## src/rtl/arbitro_rr_fifos_pkg.sv

```systemverilog
// Shared widths, state encoding and reset constants for the round-robin FIFO pop arbiter.
package arbitro_rr_fifos_pkg;

  localparam int unsigned DATA_W_DEF = 10;
  localparam int unsigned N_FIFO     = 4;
  localparam int unsigned IDX_W      = 2;

  typedef enum logic [1:0] {
    ST_RESET  = 2'd0,
    ST_IDLE   = 2'd1,
    ST_ACTIVE = 2'd2,
    ST_PAUSE  = 2'd3
  } arb_state_e;

  // Pointer parked on the last FIFO so FIFO_0 wins the first search after reset.
  localparam logic [IDX_W-1:0] RR_PTR_RST = IDX_W'(N_FIFO - 1);

endpackage

```

## src/rtl/arbitro_rr_fifos_selector_rr.sv

```systemverilog
// Combinational round-robin selector: first requester after i_rr_ptr, searching upward mod N_FIFO.
module arbitro_rr_fifos_selector_rr
  import arbitro_rr_fifos_pkg::*;
(
  input  logic [N_FIFO-1:0] i_req,
  input  logic [IDX_W-1:0]  i_rr_ptr,
  output logic [N_FIFO-1:0] o_gnt,
  output logic [IDX_W-1:0]  o_gnt_idx,
  output logic              o_any
);

  logic [IDX_W-1:0] w_idx;

  // The pointer itself is searched last, so the previous winner only repeats when alone.
  always_comb begin
    o_gnt     = '0;
    o_gnt_idx = '0;
    o_any     = 1'b0;
    w_idx     = '0;
    for (int unsigned i = 1; i <= N_FIFO; i++) begin
      w_idx = i_rr_ptr + IDX_W'(i);
      if (!o_any && i_req[w_idx]) begin
        o_any        = 1'b1;
        o_gnt[w_idx] = 1'b1;
        o_gnt_idx    = w_idx;
      end
    end
  end

endmodule

```

## src/rtl/arbitro_rr_fifos.sv

```systemverilog
// Round-robin pop arbiter draining four FWFT input FIFOs into one downstream FIFO, one word per cycle.
module arbitro_rr_fifos
  import arbitro_rr_fifos_pkg::*;
#(
  parameter int unsigned DATA_W = DATA_W_DEF
) (
  input  logic              clk,
  input  logic              rst_l,
  input  logic              empty_FIFO_0,
  input  logic              empty_FIFO_1,
  input  logic              empty_FIFO_2,
  input  logic              empty_FIFO_3,
  input  logic [DATA_W-1:0] data_out_FIFO_0,
  input  logic [DATA_W-1:0] data_out_FIFO_1,
  input  logic [DATA_W-1:0] data_out_FIFO_2,
  input  logic [DATA_W-1:0] data_out_FIFO_3,
  input  logic              almost_full_out,
  output logic              pop_0,
  output logic              pop_1,
  output logic              pop_2,
  output logic              pop_3,
  output logic [DATA_W-1:0] data_out,
  output logic              push_out,
  output logic [IDX_W-1:0]  grant_idx,
  output logic              idle
);

  arb_state_e        r_state;
  logic [IDX_W-1:0]  r_rr_ptr;
  logic [DATA_W-1:0] r_data_out;
  logic              r_push_out;
  logic [IDX_W-1:0]  r_grant_idx;
  logic              r_idle;

  logic [N_FIFO-1:0] w_req;
  logic [N_FIFO-1:0] w_gnt;
  logic [IDX_W-1:0]  w_gnt_idx;
  logic              w_any;
  logic              w_pop_en;
  logic              w_pop_any;
  logic [N_FIFO-1:0] w_pop;
  logic [DATA_W-1:0] w_head [N_FIFO];
  logic [DATA_W-1:0] w_data_sel;

  assign w_req = ~{empty_FIFO_3, empty_FIFO_2, empty_FIFO_1, empty_FIFO_0};

  assign w_head[0] = data_out_FIFO_0;
  assign w_head[1] = data_out_FIFO_1;
  assign w_head[2] = data_out_FIFO_2;
  assign w_head[3] = data_out_FIFO_3;

  arbitro_rr_fifos_selector_rr u_selector_rr (
    .i_req     (w_req),
    .i_rr_ptr  (r_rr_ptr),
    .o_gnt     (w_gnt),
    .o_gnt_idx (w_gnt_idx),
    .o_any     (w_any)
  );

  // Pops follow the live empty/almost-full flags; nothing pops in reset or the cycle after it.
  assign w_pop_en   = rst_l & (r_state != ST_RESET) & ~almost_full_out;
  assign w_pop      = w_gnt & {N_FIFO{w_pop_en}};
  assign w_pop_any  = w_any & w_pop_en;
  assign w_data_sel = w_head[w_gnt_idx];

  assign pop_0 = w_pop[0];
  assign pop_1 = w_pop[1];
  assign pop_2 = w_pop[2];
  assign pop_3 = w_pop[3];

  always_ff @(posedge clk) begin
    if (!rst_l) begin
      r_state     <= ST_RESET;
      r_rr_ptr    <= RR_PTR_RST;
      r_data_out  <= '0;
      r_push_out  <= 1'b0;
      r_grant_idx <= '0;
      r_idle      <= 1'b1;
    end else begin
      case (r_state)
        ST_RESET: r_state <= ST_IDLE;
        ST_IDLE, ST_ACTIVE, ST_PAUSE: begin
          if (almost_full_out) begin
            r_state <= ST_PAUSE;
          end else if (w_any) begin
            r_state <= ST_ACTIVE;
          end else begin
            r_state <= ST_IDLE;
          end
        end
        default: r_state <= ST_IDLE;
      endcase

      // A popped head word is pushed downstream on the following cycle.
      if (w_pop_any) begin
        r_data_out  <= w_data_sel;
        r_push_out  <= 1'b1;
        r_grant_idx <= w_gnt_idx;
        r_rr_ptr    <= w_gnt_idx;
      end else begin
        r_push_out  <= 1'b0;
      end

      // Idle goes high together with the first cycle that has no push in flight.
      r_idle <= ~(|w_req) & ~w_pop_any;
    end
  end

  assign data_out  = r_data_out;
  assign push_out  = r_push_out;
  assign grant_idx = r_grant_idx;
  assign idle      = r_idle;

endmodule
```

## config.mk

```make
export PLATFORM = sky130hd
export DESIGN_NAME = arbitro_rr_fifos
export DESIGN_NICKNAME = d
export VERILOG_FILES = /design/src/rtl/arbitro_rr_fifos_pkg.sv /design/src/rtl/arbitro_rr_fifos_selector_rr.sv /design/src/rtl/arbitro_rr_fifos.sv
export SDC_FILE = /design/constraint.sdc
export NUM_CORES = 1
export LEC_CHECK = 0
export ABC_CLOCK_PERIOD_IN_PS = 4760
export BUFFER_PORTS_ARGS = -buffer_cell sky130_fd_sc_hd__buf_4
export CAP_MARGIN = 10
export CORE_MARGIN = 8
export CORE_UTILIZATION = 30
export CTS_BUF_LIST = sky130_fd_sc_hd__clkbuf_16
export CTS_CLUSTER_DIAMETER = 50
export CTS_CLUSTER_SIZE = 25
export DETAILED_ROUTE_END_ITERATION = 8
export PLACE_DENSITY = 0.59
export SLEW_MARGIN = 20
export SYNTH_ARGS = -nofsm -noshare
export SYNTH_HDL_FRONTEND = slang
export SYNTH_SLANG_ARGS = --single-unit
```

## constraint.sdc

```tcl
create_clock -name clk -period 4.76 [get_ports clk]
set_input_delay 0.238 -clock clk [delete_from_list [all_inputs] [get_ports clk]]
set_output_delay 0.238 -clock clk [all_outputs]
set_load 0.02 [all_outputs]
```

# [After elaboration in Yosys (flattened, before gate mapping)]
# Index checks and enable logic that the tools add are counted.
[word_totals] elab_cells=83 input_bits=47 ff_bits=18 out_inout_bits=18
[classes] muxes=35 n_lt_le_gt_ge=9 n_eq_ne=3 addsub=3 reduce_logical=14 n_bitwise=13
[ops] operator="binary-select mux 10 bit (select 2 bit)" n=1
[ops] operator="2-to-1 mux 10 bit" n=2
[ops] operator="2-to-1 mux 4 bit" n=4
[ops] operator="2-to-1 mux 1 bit" n=13
[ops] operator="less-than comparator 2 x 3 -> 1 bit, second input constant" n=4
[ops] operator="2-to-1 mux 2 bit" n=6
[ops] operator="OR 4 bit" n=3
[ops] operator="binary-select mux 1 bit (select 2 bit)" n=4
[ops] operator="demux 1 bit (select 2 bit)" n=4
[ops] operator="greater-or-equal comparator 2 x 1 -> 1 bit, second input constant" n=4
[ops] operator="logical AND 1 bit" n=7
[ops] operator="adder 2 bit, second input constant" n=2
[ops] operator="bitwise AND 1 bit" n=4
[ops] operator="bitwise AND 4 bit" n=1
[ops] operator="== test 2 bit, second input constant" n=2
[ops] operator="inverter 4 bit" n=1
[ops] operator="case mux 2 bit (2 select lines)" n=1
[ops] operator="OR reduction 4 bit" n=1
[ops] operator="greater-or-equal comparator 3 bit, second input constant" n=1
[ops] operator="zero test 1 bit" n=3
[ops] operator="inverter 1 bit" n=3
[ops] operator="inverter 2 -> 3 bit" n=1
[ops] operator="OR reduction 3 bit" n=1
[ops] operator="adder 2 x 1 -> 2 bit, second input constant" n=1
[ops] operator="other kinds (3)" n=3

# [Depth between registers and ports, before layout]
# Gate-level depths: netlist (run 1).
[logic_depth] word_depth=17 depth_mapped=15 depth_no_buf=8

# [Modules after synthesis]
# Synthesis (run 1) repeated with hierarchy kept, for this count alone.
[unflattened] cells_unflattened=154 area_unflattened_um2=1473.9
[modules_own_cells] mod="arbitro_rr_fifos" instances=1 seq_area_each_um2=360.3 area_per_inst_um2=844.6 cells_each=68
[modules_own_cells] mod="arbitro_rr_fifos_selector_rr" instances=1 seq_area_each_um2=0.0 area_per_inst_um2=629.4 cells_each=86

# [Worst setup path after synthesis (run 1)]
# No wires, ideal clock.
[synth_path] kind="register to register" start="register r_rr_ptr[0]" end="register r_data_out[2] (netlist: data_out[2])" path_stages_with_launch=16 n_path_buf=7 period_less_slack_ns=3.479 setup_slack_ns=1.281 arrival_time_ns=3.344 cell_sequence="dfxtp_1 -> buf_6 -> clkbuf_1 -> clkbuf_1 -> inv_1 -> ha_1 -> buf_6 -> mux4_2 -> nand2b_4 -> buf_6 -> a21o_1 -> and2_4 -> buf_6 -> buf_8 -> mux2i_1 -> o221ai_1"
[synth_via] elab_chain_cells=17
[synth_lines] item="start: declaration" line="arbitro_rr_fifos.sv:29" rtl="logic [IDX_W-1:0] r_rr_ptr;"
[synth_lines] item="start signal: assignment" line="arbitro_rr_fifos.sv:99" rtl="r_rr_ptr <= w_gnt_idx;"
[synth_lines] item="adder 2 x 1 -> 2 bit" line="arbitro_rr_fifos_selector_rr.sv:21" rtl="w_idx = i_rr_ptr + IDX_W'(i);"
[synth_lines] item="binary-select mux 1 bit (select 2 bit)" line="arbitro_rr_fifos_selector_rr.sv:22" rtl="if (!o_any && i_req[w_idx]) begin"
[synth_lines] item="2-to-1 mux 1 bit (not written as such)" line="arbitro_rr_fifos_selector_rr.sv:22"
[synth_lines] item="2-to-1 mux 1 bit" line="arbitro_rr_fifos_selector_rr.sv:22"
[synth_lines] item="zero test 1 bit" line="arbitro_rr_fifos_selector_rr.sv:22"
[synth_lines] item="logical AND 1 bit" line="arbitro_rr_fifos_selector_rr.sv:22"
[synth_lines] item="2-to-1 mux 1 bit" line="arbitro_rr_fifos_selector_rr.sv:22"
[synth_lines] item="zero test 1 bit" line="arbitro_rr_fifos_selector_rr.sv:22"
[synth_lines] item="logical AND 1 bit" line="arbitro_rr_fifos_selector_rr.sv:22"
[synth_lines] item="2-to-1 mux 1 bit" line="arbitro_rr_fifos_selector_rr.sv:22"
[synth_lines] item="zero test 1 bit" line="arbitro_rr_fifos_selector_rr.sv:22"
[synth_lines] item="logical AND 1 bit" line="arbitro_rr_fifos_selector_rr.sv:22"
[synth_lines] item="2-to-1 mux 2 bit" line="arbitro_rr_fifos_selector_rr.sv:22"
[synth_lines] item="inverter 2 -> 3 bit (not written as such)" line="arbitro_rr_fifos.sv:64" rtl="assign w_data_sel = w_head[w_gnt_idx];"
[synth_lines] item="binary-select mux 10 bit (select 2 bit)" line="arbitro_rr_fifos.sv:64"
[synth_lines] item="2-to-1 mux 10 bit (not written as such) (2 in a row)" line="arbitro_rr_fifos.sv:64"
[synth_lines] item="end signal: assignment" line="arbitro_rr_fifos.sv:96" rtl="r_data_out <= w_data_sel;"
[synth_lines] item="end: declaration" line="arbitro_rr_fifos.sv:30" rtl="logic [DATA_W-1:0] r_data_out;"
# Parallel ways exist; a longest one is shown, timed or not. The select of a mux whose other input is x is not followed.
# A chain may end at the register's enable or synchronous reset.

# [Worst setup path in the final report (run 1)]
[layout_path] start="register r_rr_ptr[0]" end="output pop_2"
[layout_via] elab_chain_cells=14
[layout_lines] item="parallel branches: the longest is 12 deep, another holds less-than comparator 2 x 3 -> 1 bit"
[layout_lines] item="2-to-1 mux 4 bit *" line="arbitro_rr_fifos_selector_rr.sv:22"
[layout_lines] item="bitwise AND 4 bit *" line="arbitro_rr_fifos.sv:62" rtl="assign w_pop = w_gnt & {N_FIFO{w_pop_en}};"
[layout_lines] item="end: declaration" line="arbitro_rr_fifos.sv:20" rtl="output logic pop_2,"
# Mark *: on every way between the ends. The select of a mux whose other input is x is not followed.

==> reports/results.ini, run 1 <==
[die]
ios=65
die_x_um=87.1
core_area_um2=4980
row_count=26
die_h_um=87.1
start_util=0.305
die_area_um2=7590

[layout]
layout-drive-gt1-share=0.333
area.growth.synth_to_final_pct=38.0
antennaDiodeCount=0
nFillCells=514
nets=288

[clocking]
cts.sinks=18
cts_hold_buf=0
cts_tree=done
post_cts_buffers=0
root_buffer=clkbuf_16
cts_buffers=3
cts.htree.levels=1
cts_resized=0
clk_pin_slew_ps=50
clk_path_buf_depth=2
insertion_delay_ps=250

[timing]
slew_viol_final=0
final-hold-violation-count=0
finalWorstSetupSlack_ps=1540
period_needed_ps=3220
worst_pin_slew_ps=845
fmax_ghz=0.311
rsz0062_at_grt=no
setup_viol=0
finalClockSkew_ps=1.98
relSlewSlack=0.436
fin_tns_setup_ps=0
hold_slack_ps=193
post-route-period-util=0.676

[yosys]
synth-edff-count=0
synthCells=174
avgSynthCellArea_um2=8.72
async_reset_ff_frac=0
synth_top_cell_by_area=dfxtp_1
synth.area.top_cells=dfxtp_1 (24%), mux2i_1 (15%), o221ai_1 (6.4%)
yosysWarningCount=0
yosysMostFrequentCell=mux2i_1
syn-cell-area_um2=1520
synth_common_cells=mux2i_1 (23), nand2_1 (22), dfxtp_1 (18)
synth_fp_nets=227
seq_area_frac_synth=0.238
synth.ff_latch_count=18
synth_top_area_frac=0.238
synth.distinct_cells=37
synth-main-ff-cell=dfxtp_1

[power]
p_sw_uw=271
clkPwrFrac=0.233
intPower_uw=451
power_density_nw_per_um2=345
p_leak_uw=0.000999
switching_share=0.376
p_seq_frac=0.258
vdd_drop_max_v=0.000173
p_comb_frac=0.509

[place]
dp_hpwl_um=3630
pre_cts_ws_ps=1660
port_buffers=64
gp_congestion=0.788

[status]
status=finished clean

[grt]
grt_pass1_wl_um=7280
grt_pass1_vias=1551
grt_max_degree=33
antenna_found_initial=0
grt_overflow_total=0
grt_use_total=0.120

[critical_path]
crit_path_max_fanout=32
crit_arrival_ps=2980
cpPeakStageDelay_ps=560
critPathLaunchType=flip-flop
worst_setup_path_end_kind=primary output
crit_path_top_delay_cell=mux2i_1
crit_chain=buf_4 -> inv_1 -> ha_1 -> mux2_2 -> mux2i_1 -> nor2_1 -> a221oi_1 -> nor2_1 -> buf_4
critPathKind=flip-flop to primary output
required_ps=4520

[routing]
drt-total-wl_um=4560
num_vias=1551
dr.pass1.iters=4
postRouteAntennaNets=0
drc=0
viasPerCell=5.10
drt_iter0_drc=76
wl_per_cell_um=15.0

[min_path]
hp-class=input port to flip-flop

[job]
maxCapViolations=0

==> final cells by class <==
class,count,area (µm²),share of cell area
multi-input cells,140,1050,0.502
repair buffers,65,488,0.233
flip-flops and latches,18,360,0.172
well taps,70,87.6,0.0419
clock buffers,3,75.1,0.0359
inverters,7,26.3,0.0126
clock inverters,1,3.75,0.00179
==> layout by cell type (no fill, tap or decap) <==
cell	synthesis	layout
buf_4	1	65
nand2b_4	1	1
o221a_2	1	1
a31oi_1	3	3
mux2i_1	23	23
and3_1	2	2
and2_4	1	1
nand4_1	4	4
inv_1	6	6
a22oi_1	5	5
o32ai_1	1	1
a21oi_1	4	4
a221oi_1	5	5
and2b_1	1	1
mux2_2	3	3
clkbuf_16	0	3
o21ai_0	1	1
o22ai_1	1	1
a21boi_0	2	2
mux4_2	4	4
dfxtp_1	18	18
nor3_1	1	1
nor2_1	16	16
and2_0	2	2
a21o_1	2	2
clkinv_1	1	2
o311ai_0	1	1
o221ai_1	11	11
ha_1	6	6
and2_1	2	2
o211ai_1	5	5
nand3_1	7	7
nand2_1	22	22
nand2b_1	2	2
o32a_1	1	1
==> worst paths after layout <==
| kind | cells after the start | endpoint | slack [ps] | start |
|---|---|---|---|---|
| hold reg to reg | 2 | grant_idx[1]$_SDFFE_PN0P_ | 450 | grant_idx[1]$_SDFFE_PN0P_ |
| hold / removal | 2 | idle$_SDFF_PN1_ | 190 | rst_l |
| setup reg to reg | 9 | data_out[1]$_SDFFE_PN0P_ | 1650 | r_rr_ptr[0]$_SDFFE_PN1P_ |
| setup / recovery | 9 | pop_2 | 1540 | r_rr_ptr[0]$_SDFFE_PN1P_ |
==> sequential cells by signal (all words and copies together) (netlist names) <==
name       count
r_state        2
r_rr_ptr       2
data_out      10
idle           1
push_out       1
grant_idx      2
==> stage by stage <==
step / cell area, µm² / utilization / power (µW) / std cells
after floorplan: 1520 / - / 469 / 174
after global placement: 2010 / 0.404 / 557 / 300
after detailed placement: 2010 / 0.404 / 557 / 300
after CTS: 2090 / 0.420 / 726 / 304
after global routing: 2090 / 0.420 / 771 / 304
final: 2090 / 0.420 / 722 / 304
==> kinds of logic (layout without fill, tap and decap cells) <==
family          count (synthesis)  after routing  synth area share
compound gates                 43             43             0.220
buf+inv                        16             76            0.0693
fa+ha+maj                       6              6            0.0495
simple gates                   61             61             0.190
flops                          18             18             0.238
mux                            30             30             0.233
==> per-layer routing <==
layer | global-route usage | wire length [µm] | up-vias
met4 | 0.0422 | 61 | 0
li1 | - | - | 784
met5 | 0 | 0 | -
met3 | 0.0274 | 214 | 5
met2 | 0.194 | 2270 | 38
met1 | 0.151 | 2010 | 724
==> critical path, delay by kind of cell (launching register included) <==
family          cells  cell delay [ps]
flops               1              300
simple gates        2              180
fa+ha+maj           1              450
mux                 2              960
buf+inv             3              600
compound gates      1              230
==> power groups by stage <==
stage | combinational, µW | sequential [µW] | clock (µW)
floorplan | 259 | 210 | 0
global placement | 368 | 190 | 0
detailed placement | 367 | 189 | 0
CTS | 368 | 187 | 171
global route | 403 | 190 | 178
finish | 367 | 187 | 168
(Power assumes the default switching activity.)
==> inputs of run 2 (changes only) <==
Settings changed: ABC_CLOCK_PERIOD_IN_PS 4760 to 2820, PLACE_DENSITY 0.59 to 0.61.
Clock period 4.76 ns to 2.82 ns, I/O delays scaled along.
==> run 2 against run 1 <==
Compared with the run above: first-iteration DRC count decreased by 24%; global-route usage shrank 0.089 points; register-to-register slack got worse by 1400 ps; via count is 2.6% higher; worst hold slack worse by 110 ps; critical endpoint is now data_out[1]$_SDFFE_PN0P_; largest power group unchanged; wire length grew 2.7%; final cell count rose by 0.99%.
==> reports/results.ini, run 2 (synthesis results as in run 1) <==
[critical_path]
crit_arrival_ps=2700  ; -280 ps
crit_path_max_fanout=15  ; -53%
critPathLaunchType=flip-flop
worst_setup_path_end_kind=flip-flop
crit_chain=inv_4 -> ha_4 -> mux4_2 -> nand2b_1 -> a21o_1 -> and2_4 -> mux2i_1 -> o221ai_1
critPathKind=flip-flop to flip-flop
required_ps=2930  ; -1590 ps
cpPeakStageDelay_ps=580  ; +20 ps
crit_path_top_delay_cell=mux4_2

[timing]
fmax_ghz=0.387
finalWorstSetupSlack_ps=234  ; -1310 ps
slew_viol_final=0  ; unchanged
setup_viol=0  ; unchanged
hold_slack_ps=80.7  ; -112 ps
worst_pin_slew_ps=875  ; +29.1 ps
final-hold-violation-count=0  ; unchanged
period_needed_ps=2590
rsz0062_at_grt=no
post-route-period-util=0.917
relSlewSlack=0.417  ; -0.0194
finalClockSkew_ps=2.03  ; +0.0548 ps

[grt]
use_met3=0.0292  ; +0.00189
grt_overflow_total=0  ; unchanged
grtUsageMet2=0.194  ; +0.000694
grt_max_degree=26  ; -21%
grt.busiest_layer=met2
antenna_found_initial=0  ; unchanged
grt_pass1_wl_um=7470  ; +2.6%
global_route.usage.met1=0.151  ; +0.000330
grt_pass1_vias=1549  ; -0.13%
grt_use_total=0.119  ; -0.000886

[die]
start_util=0.305  ; unchanged
core_area_um2=4980  ; unchanged
die_h_um=87.1  ; unchanged
die_x_um=87.1  ; unchanged
row_count=26  ; unchanged
die_area_um2=7590  ; unchanged
ios=65  ; unchanged

[clocking]
cts_buffers=3  ; unchanged
clk_path_buf_depth=2  ; unchanged
cts.sinks=18  ; unchanged
post_cts_buffers=0  ; unchanged
cts.htree.levels=1  ; unchanged
root_buffer=clkbuf_16
insertion_delay_ps=240  ; about the same
cts_tree=done
clk_pin_slew_ps=50  ; about the same
cts_hold_buf=0  ; unchanged

[routing]
viasPerCell=5.19  ; +1.6%
wl_per_cell_um=15.3  ; +1.7%
dr.pass1.iters=4  ; unchanged
drt-total-wl_um=4690  ; +2.7%
drt_iter0_drc=58  ; -24%
drc=0  ; unchanged
postRouteAntennaNets=0  ; unchanged
num_vias=1592  ; +2.6%

[place]
placed_area_um2=2060  ; +2.3%
dp.cells=304  ; +1.3%
pre_cts_ws_ps=144  ; -1520 ps
gp_congestion=0.852  ; +8.1%
dp_hpwl_um=3750  ; +3.3%
port_buffers=64  ; unchanged

[layout]
nets=292  ; +1.4%
antennaDiodeCount=0  ; unchanged
nFillCells=522  ; +1.6%
area.growth.synth_to_final_pct=41.5
layout_common_cells=buf_4 (69), mux2i_1 (23), nand2_1 (21)
regArea_um2=364  ; +1.0%
largest_reg_flops=10  ; unchanged
multiInputGateArea_um2=1070  ; +2.0%
final_cells=307  ; +0.99%
stdcell_area_um2=2150  ; +2.6%
mostFrequentLayoutCell=buf_4
layout-drive-gt1-share=0.367  ; +0.0338

[power]
switching_share=0.372  ; -0.00425
clkPwrFrac=0.226  ; -0.007
power_density_nw_per_um2=580  ; +68%
p_total_uw=1240  ; +72%
p_sw_uw=462  ; +70%
p_comb_frac=0.521  ; +0.012
intPower_uw=782  ; +73%
p_leak_uw=0.00101  ; +1.5%
vdd_drop_max_v=0.000267  ; +54%
p_seq_frac=0.253  ; -0.005

[job]
maxCapViolations=0  ; unchanged

[status]
status=finished clean

[min_path]
hp-class=input port to flip-flop

[run 2: power by group through the flow]
stage	clock network [µW]	registers (µW)	logic (µW)
after floorplan	0	355	450
after global placement	0	321	637
after detailed placement	0	320	639
after CTS	287	315	642
after global routing	299	321	710
final	281	315	648
[run 2: critical path: cells and delay by family, from the launching register on]
family | cells | cell delay (ps)
flip-flops | 1 | 410
AND/OR/NAND/NOR | 2 | 520
multiplexers | 2 | 810
AO/OA/AOI/OAI | 2 | 330
buffers and inverters | 1 | 50
adder cells (fa/ha/maj) | 1 | 320
[run 2: routing by layer]
layer | wire (µm) | up-vias
li1 | - | 792
met1 | 2040 | 754
met2 | 2330 | 42
met3 | 272 | 4
met4 | 48 | 0
met5 | 0 | -
[run 2: worst paths after layout]
kind,start,to,slack [ps],cells after the start
worst max-delay path,r_rr_ptr[0]$_SDFFE_PN1P_,data_out[1]$_SDFFE_PN0P_,230,8
worst min-delay path,rst_l,idle$_SDFF_PN1_,80,2
worst max register to register,r_rr_ptr[0]$_SDFFE_PN1P_,data_out[1]$_SDFFE_PN0P_,230,8
worst min register to register,grant_idx[1]$_SDFFE_PN0P_,grant_idx[1]$_SDFFE_PN0P_,460,2
[run 2: layout make-up]
class / instances / share of cell area
Timing Repair Buffer: 69 / 0.241
Multi-Input combinational cell: 140 / 0.500
Sequential cell: 18 / 0.170
Clock buffer: 3 / 0.0350
Tap cell: 70 / 0.0408
Inverter: 7 / 0.0134
[run 2: what timing repair did]
action                                  CTS  global route
gates resized for setup                   0             3
hold endpoints to repair                  0             0
endpoints found under the setup margin    0             7
[run 2: stage by stage]
step / utilization / setup TNS (ps)
after floorplan: - / -1140
after global placement: 0.414 / 0
after detailed placement: 0.414 / 0
after CTS: 0.429 / 0
after global routing: 0.431 / 0
final: 0.431 / 0
==> inputs of run 3 (changes only) <==
Settings changed: PLACE_DENSITY 0.61 to unset.
==> run 3 against run 2 <==
Compared with the run above: final cell count increased by 0.65%; sequential power hardly changed; highest routed layer unchanged; combinational power about the same; clock skew rose by 0.91 ps; register-to-register slack barely moved; largest power group unchanged; sequential share of layout area down 0.19 points; via count down 0.44%.
==> reports/results.ini, run 3 (synthesis results as in run 1) <==
[place]
port_buffers=64  ; unchanged
gp_congestion=0.892  ; +4.8%
pre_cts_ws_ps=179  ; +34.4 ps
placed_area_um2=2070  ; +0.36%
dp.cells=305  ; +0.33%
dp_hpwl_um=3720  ; -0.63%

[die]
die_h_um=87.1  ; unchanged
die_x_um=87.1  ; unchanged
start_util=0.305  ; unchanged
core_area_um2=4980  ; unchanged
die_area_um2=7590  ; unchanged
ios=65  ; unchanged
row_count=26  ; unchanged

[power]
vdd_drop_max_v=0.000228  ; -15%
p_leak_uw=0.00102  ; +0.61%
power_density_nw_per_um2=580  ; about the same
p_total_uw=1250  ; +0.45%

[routing]
drt_iter0_drc=53  ; -8.6%
dr.pass1.iters=4  ; unchanged
num_vias=1585  ; -0.44%
viasPerCell=5.13  ; -1.1%
drc=0  ; unchanged
drt-total-wl_um=4640  ; -1.1%
wl_per_cell_um=15.0  ; -1.7%
postRouteAntennaNets=0  ; unchanged

[critical_path]
critPathLaunchType=flip-flop
rr_endpoint=data_out[2]$_SDFFE_PN0P_
crit_path_max_fanout=7  ; -8
required_ps=2680  ; -250 ps
crit_arrival_ps=2450  ; -250 ps
critPathKind=flip-flop to primary output
r2r_slack_ps=240  ; about the same
worstRegToRegCells=8  ; unchanged
worst_setup_path_end_kind=primary output
reg2reg_from=r_rr_ptr[0]$_SDFFE_PN1P_

[clocking]
root_buffer=clkbuf_16
cts_resized=0  ; unchanged
clk_path_buf_depth=2  ; unchanged
post_cts_buffers=0  ; unchanged
cts_tree=done
insertion_delay_ps=250  ; about the same
clk_pin_slew_ps=50  ; about the same
cts_hold_buf=0  ; unchanged
cts_buffers=3  ; unchanged
cts.htree.levels=1  ; unchanged
cts.sinks=18  ; unchanged

[layout]
layout_common_cells=buf_4 (70), mux2i_1 (23), nand2_1 (21)
nFillCells=528  ; +1.1%
area.growth.synth_to_final_pct=42.1
largest_reg_flops=10  ; unchanged
regArea_um2=362  ; -0.69%
nets=293  ; +0.34%
final_cells=309  ; +0.65%
antennaDiodeCount=0  ; unchanged
stdcell_area_um2=2150  ; +0.41%
layout-drive-gt1-share=0.368  ; +0.00111
mostFrequentLayoutCell=buf_4
multiInputGateArea_um2=1070  ; unchanged

[timing]
rsz0062_at_grt=no
post-route-period-util=0.920  ; +0.00323
relSlewSlack=0.507  ; +0.0901
period_needed_ps=2600  ; +9.10 ps
fmax_ghz=0.385  ; -0.35%
worst_pin_slew_ps=737  ; -137 ps
finalClockSkew_ps=2.94  ; +0.910 ps
finalWorstSetupSlack_ps=225  ; -9.10 ps
final-hold-violation-count=0  ; unchanged
setup_viol=0  ; unchanged
slew_viol_final=0  ; unchanged

[job]
maxCapViolations=0  ; unchanged

[grt]
grt_max_degree=28  ; +7.7%
grt_overflow_total=0  ; unchanged
antenna_found_initial=0  ; unchanged
grt_pass1_wl_um=7480  ; +0.19%
grt_use_total=0.121  ; +0.00238
grt_pass1_vias=1555  ; +0.39%

[min_path]
hold_start=rst_l
holdPathStages=2  ; unchanged
min_to=idle$_SDFF_PN1_
hp-class=input port to flip-flop

[status]
status=finished clean

run 3: how the worst max path moves through the flow:
stage,start,endpoint,slack [ps],cells after the start
floorplan,r_rr_ptr[0]$_SDFFE_PN1P_,data_out[5]$_SDFFE_PN0P_,-170,15
global placement,r_rr_ptr[0]$_SDFFE_PN1P_,data_out[3]$_SDFFE_PN0P_,210,7
detailed placement,r_rr_ptr[0]$_SDFFE_PN1P_,data_out[5]$_SDFFE_PN0P_,180,7
CTS,r_rr_ptr[0]$_SDFFE_PN1P_,data_out[2]$_SDFFE_PN0P_,150,7
global route,r_rr_ptr[0]$_SDFFE_PN1P_,data_out[9]$_SDFFE_PN0P_,40,8
finish,r_rr_ptr[0]$_SDFFE_PN1P_,pop_1,220,9
run 3: report_power, final:
group,switching [µW],leakage (µW),internal [µW]
Clock,97.9,0.0000385,189
Combinational,345,0.000834,304
Sequential,22.0,0.000148,292
Total,465,0.00102,785
run 3: layout make-up:
class,count,area share
multi-input cells,140,0.498
repair buffers,70,0.244
flip-flops and latches,18,0.168
well taps,70,0.0407
clock buffers,3,0.0348
inverters,7,0.0134
clock inverters,1,0.00174
run 3: metrics by stage:
step                       util  TNS, ps  hold slack [ps]
after global placement    0.415        0              336
after floorplan               -    -1140              203
final                     0.433        0             76.3
after CTS                 0.431        0             77.0
after global routing      0.433        0             96.2
after detailed placement  0.415        0              337
run 3: routing by layer:
| layer | vias to the layer above | GRT usage | part of all wire | wire length (µm) |
|---|---|---|---|---|
| li1 | 798 | - | - | - |
| met1 | 747 | 0.147 | 0.43 | 1990 |
| met2 | 33 | 0.208 | 0.52 | 2390 |
| met3 | 7 | 0.0245 | 0.040 | 185 |
| met4 | 0 | 0.0375 | 0.016 | 73 |
| met5 | - | 0 | 0 | 0 |
run 3: critical path, cell delays in order, from the launching register on:
cell	delay, ps
dfxtp_2	420
inv_4	60
ha_4	320
mux4_2	580
and2b_1	310
a22oi_1	90
nor2_1	100
a221oi_1	50
nor2_1	120
buf_4	150
